--- config.mk ---
export PLATFORM = sky130hd
export DESIGN_NAME = channel_to_pulse
export DESIGN_NICKNAME = d
export VERILOG_FILES = /design/src/rtl/channel_to_pulse.sv
export SDC_FILE = /design/constraint.sdc
export NUM_CORES = 1
export LEC_CHECK = 0
export ABC_CLOCK_PERIOD_IN_PS = 2740
export BUFFER_PORTS_ARGS = -buffer_cell sky130_fd_sc_hd__buf_2
export CORE_MARGIN = 8
export CORE_UTILIZATION = 25
export CTS_BUF_LIST = sky130_fd_sc_hd__clkbuf_8
export DETAILED_ROUTE_END_ITERATION = 7
export GPL_TIMING_DRIVEN = 0
export SETUP_SLACK_MARGIN = 0.5
export SYNTH_ARGS = -nofsm -noshare
export SYNTH_HDL_FRONTEND = slang
export SYNTH_SLANG_ARGS = --single-unit
export TNS_END_PERCENT = 10
--- constraint.sdc ---
create_clock -name clk -period 2.74 [get_ports clk]
set_input_delay 0.274 -clock clk [delete_from_list [all_inputs] [get_ports clk]]
set_output_delay 0.274 -clock clk [all_outputs]
set_load 0.01 [all_outputs]
--- src/rtl/channel_to_pulse.sv ---
// Receiving end of a valid/accept channel: registers each accepted word, strobes a pulse,
// counts accepts, and enforces a minimum spacing of G cycles between consecutive accepts.
module channel_to_pulse #(
    parameter int unsigned N = 1,
    parameter int unsigned G = 1
) (
    input  logic         clk,
    input  logic         reset,
    input  logic [N-1:0] i_in_d,
    input  logic         i_in_v,
    output logic         o_in_a,
    input  logic         i_hold,
    output logic [N-1:0] o_data_out,
    output logic         o_pulse,
    output logic [15:0]  o_accepted
);

    localparam int unsigned CW = $clog2(G) + 1;
    localparam bit HasHoldoff = (G > 1);

    typedef enum logic {StIdle, StHoldoff} state_e;

    state_e          r_state;
    state_e          w_state_next;
    logic [CW-1:0]   r_cnt;
    logic [CW-1:0]   w_cnt_next;
    logic            w_accept;
    logic [N-1:0]    r_data;
    logic            r_pulse;
    logic [15:0]     r_accepted;

    assign o_in_a     = i_in_v & ~i_hold & (r_state == StIdle);
    assign w_accept   = i_in_v & o_in_a;
    assign o_data_out = r_data;
    assign o_pulse    = r_pulse;
    assign o_accepted = r_accepted;

    always_comb begin
        w_state_next = r_state;
        w_cnt_next   = r_cnt;
        unique case (r_state)
            StIdle: begin
                if (w_accept && HasHoldoff) begin
                    w_state_next = StHoldoff;
                    w_cnt_next   = CW'(G - 1);
                end
            end
            StHoldoff: begin
                // Countdown runs regardless of hold; leaving at 1 gives an accept at t+G.
                w_cnt_next = r_cnt - CW'(1);
                if (r_cnt == CW'(1)) begin
                    w_state_next = StIdle;
                end
            end
            default: w_state_next = StIdle;
        endcase
    end

    always_ff @(posedge clk or posedge reset) begin
        if (reset) begin
            r_state    <= StIdle;
            r_cnt      <= '0;
            r_data     <= '0;
            r_pulse    <= 1'b0;
            r_accepted <= 16'h0000;
        end else begin
            r_state <= w_state_next;
            r_cnt   <= w_cnt_next;
            r_pulse <= w_accept;
            if (w_accept) begin
                r_data     <= i_in_d;
                r_accepted <= r_accepted + 16'h0001;
            end
        end
    end

endmodule

# Word level (Yosys, flattened, before mapping)

Cells that the tools add are included.

Bits in latches: 0
Memories kept: 0
ROM bits: 0
Input port bits: 5
Memory bits (writable): 0
Bits in registers: 20
Logic and storage cells: 14

Multipliers: 0
Order comparisons: 0
Muxes and demuxes: 2
Reductions and logical operators: 0
Divide/modulo/power cells: 0
Bitwise logic cells: 5
Add/subtract/negate cells: 2
Shift-type cells: 0
Eq/ne operators: 0

Operator list:

| operator              | number |
|---|---|
| $add 16x1->16 const B | 1 |
| $and 1x1->1           | 3 |
| $mux 1                | 2 |
| $not 1->1             | 2 |
| $sub 1x1->1 const B   | 1 |

# Logic depth before layout (Yosys ltp)

Word-level depth: 4
Mapped depth: 5
Gate-level depth less buffers: 4

# Worst setup path after synthesis

No wires, ideal clock.

Path type: reg-to-reg
Start point: reg r_state
End point: reg r_accepted[15], in the netlist o_accepted[15]
Clock period less this slack: 1.281 ns
Buffers on the path: 1
Required time: 2.661 ns
Arrival time: 1.202 ns
Cell stages (with the launch flop): 6
Setup slack: 1.459 ns
Cell sequence: dfrtp_1 > nor3b_4 > buf_6 > nand3_4 > nor3_2 > xor2_1

Word-level cells in the longest chain between the ends: 3

RTL lines:

| what                   | line | RTL |
|---|---|---|
| start, declared        | 23   | `state_e r_state;` |
| start signal, assigned | 61   | `r_state <= StIdle;` |
| start signal, assigned | 67   | `r_state <= w_state_next;` |
| $not 1->1              | 32   | `assign o_in_a = i_in_v & ~i_hold & (r_state == StIdle);` |
| $and 1x1->1            | 32   |  |
| $and 1x1->1            | 33   | `assign w_accept = i_in_v & o_in_a;` |
| via w_accept           | 27   | `logic w_accept;` |
| end signal, assigned   | 72   | `r_accepted <= r_accepted + 16'h0001;` |
| end, declared          | 30   | `logic [15:0] r_accepted;` |

The timed path passes the listed nets, and every way through them passes these cells.
A chain may end at the register's enable or synchronous reset.

# Worst setup path in the final report

Ends and elaborated chain as after synthesis.

==> flow_summary_export.csv <==
group,metric,value,unit
outcome,outcome,"finished clean",
clock_network,cts_max_path_buffers,2,
route,avgViaCountPerCell,4.224,
setup_path,crit_required,2930,ps
cells_and_area,drive_gt1_share,39.18,%
sta,fin_ws,1330,ps
yosys,yosys.area.top_type,"dfrtp_1",
pwr,max-vdd-ir-drop,440.8,uV
grt,grt_first_pass_wirelength,3.236,mm
grt,track_usage,6.913,%
placement,portBuffers,23,
yosys,synth.most_common_cell,"dfrtp_1",
sta,finalSetupViolCount,0,
floorplanning,rows,21,
yosys,synthTopCellsByCount,"20 x dfrtp_1, 8 x xnor2_1, 8 x xor2_1",
floorplanning,die_w,75.91,um
sta,relSlewSlack,48.95,%
yosys,synthDominantCellAreaShare,55.79,%
sta,fmax,709.4,MHz
grt,overflow,0,
clock_network,cts.sinks,20,
placement,place_ws,1340,ps
yosys,synth_cells,70,
cells_and_area,nets,104,
setup_path,cp-end-kind,"flop",
route,vias,604,
yosys,synth-seq-cells,20,
yosys,synthTopCellsByArea,"dfrtp_1 56%, xnor2_1 7.8%, xor2_1 7.8%, mux2_2 2.5%, nand4_4 2.4%",
clock_network,cts.repair.resized,0,
yosys,synth_edf_count,0,
clock_network,clk_latency,260,ps
floorplanning,die_area,0.005762,mm^2
yosys,avgSynthCellArea,12.82,um^2
clock_network,htree_levels,1,
setup_path,reg2regPathDepth,5,
route,drtIter0Drc,15,
sta,rsz0062_at_grt,"no",
clock_network,cts.clk_slew.worst_paths,70,ps
grt,antenna_found_initial,0,
yosys,synth_area,897.1,um^2
yosys,async_flop_share,100.0,%
sta,skew,1.300,ps
floorplanning,top_level_ports,24,
clock_network,cts.root.buffer_cell,"clkbuf_8",
grt,grt_start_max_net_pins,21,
route,drc_errors,0,
setup_path,startpoint_type,"flop",
worst_hold_path,hold_class,"input pin to asynchronous set/reset pin",
yosys,yosysUniqueCellTypes,21,
clock_network,post_cts_buffers,0,
yosys,yosysSeqAreaShare,55.79,%
grt,grt_pass1_vias,679,
pwr,leakagePower,0.5695,nW
sta,tns,0,ps
yosys,synth_fp_nets,76,
floorplanning,coreArea,0.003390,mm^2
clock_network,postCtsHoldBufs,0,
cells_and_area,areaGrowthSynthToFinish,25.38,%
sta,period_needed,1410,ps
clock_network,numCtsBuffers,3,
route,ant_nets,0,
setup_path,arrival,1600,ps
yosys,ys.flop_type,"dfrtp_1",
setup_path,path_class,"flop to flop",
placement,place.gp.congestion,0.7186,
clock_network,cts_tree,"built",
pwr,p_per_area,700.0,mW/mm^2
route,drtPass1Iterations,4,
cells_and_area,n_antenna_cell,0,
floorplanning,die_h,75.91,um
sta,worstMarginPinSlew,764.9,ps
sta,slew_viol_final,0,
setup_path,path_max_fanout,10,
route,wl_per_cell,12.76,um
sta,period_share,51.44,%
floorplanning,initial_utilization,26.47,%
route,drt_wl_total,1.824,mm
yosys,yosysWarnings,0,
sta,holdWs,140.7,ps
run,maxCapViolCount,0,
placement,dpl.hpwl,1.394,mm
sta,hold_viol_final,0,
cells_and_area,nFillCells,354,
[metrics by stage]
step	instance area (um^2)	cells	total power, mW	utilization [%]
after floorplan	897.1	70	0.4955	-
after CTS	1125	143	0.8046	33.19
after global routing	1125	143	0.8413	33.19
after global placement	1070	139	0.5607	31.56
after detailed placement	1070	139	0.5737	31.56
final	1125	143	0.7873	33.19
[registers in the layout, summed over array words and instances, names as in the netlist]
signal,cells
r_cnt,1
o_accepted,16
o_pulse,1
r_state,1
o_data_out,1
[layout make-up]
cell class                 instances  area (um^2)  share of cell area, %
tap                               46        57.56                  5.117
inverter                           3        11.26                  1.001
sequential                        20        500.5                  44.49
multi-input combinational         46        374.1                  33.26
clock buffer                       4        55.05                  4.894
buffer                             1        11.26                  1.001
timing repair buffer              23        115.1                  10.23
[report_power, final]
group | total [mW] | leakage [nW] | internal (mW) | switching [mW]
Clock | 0.226 | 0.0288 | 0.128 | 0.0976
Sequential | 0.393 | 0.256 | 0.340 | 0.0529
Combinational | 0.169 | 0.285 | 0.0816 | 0.0877
[kinds of logic (layout without fill, tap and decap cells)]
| group | after synthesis | after routing | synth area share, % |
|---|---|---|---|
| multiplexers | 2 | 2 | 2.510 |
| flip-flops | 20 | 20 | 55.79 |
| adder cells (fa/ha/maj) | 1 | 1 | 1.394 |
| buffers and inverters | 4 | 31 | 2.510 |
| XOR/XNOR | 16 | 16 | 15.62 |
| AND/OR/NAND/NOR | 27 | 27 | 22.18 |
[path summary, 6_finish.rpt]
path                                    from                    endpoint  slack [ps]
hold / removal                         reset   o_accepted[3]$_DFFE_PP0P_         140
max in group asynchronous              reset   o_accepted[9]$_DFFE_PP0P_        2120
min in group clk                      i_in_d      o_data_out$_DFFE_PP0P_         240
setup / recovery           r_state$_DFF_PP0_  o_accepted[15]$_DFFE_PP0P_        1330
setup reg to reg           r_state$_DFF_PP0_  o_accepted[15]$_DFFE_PP0P_        1330
hold reg to reg            r_cnt$_DFFE_PP0P_           r_state$_DFF_PP0_         450
[layer usage]
metal / up-vias / global-route usage (%) / routed length [um]
met5: - / 0 / 0
met4: 0 / 3.529 / 38
met3: 3 / 2.594 / 82
met2: 17 / 10.80 / 871
met1: 296 / 8.033 / 832
li1: 288 / - / -
[cells in the final DEF, fill, tap and decap left out, types with 2 or more instances in the layout]
cell,count
nand3_1,2
clkbuf_8,4
mux2_2,2
inv_1,3
xor2_1,8
xnor2_1,8
nand4_1,3
nand2_1,5
buf_2,23
nor3_2,2
and3_2,2
nor2_1,5
dfrtp_1,20
[worst max-delay path: stages (launching register included)]
cell,delay (ps)
dfrtp_1,440
nor3b_4,270
buf_6,190
nand3_4,90
nor3_2,190
xor2_1,160
Note: power is estimated with default switching activity, not from simulation.
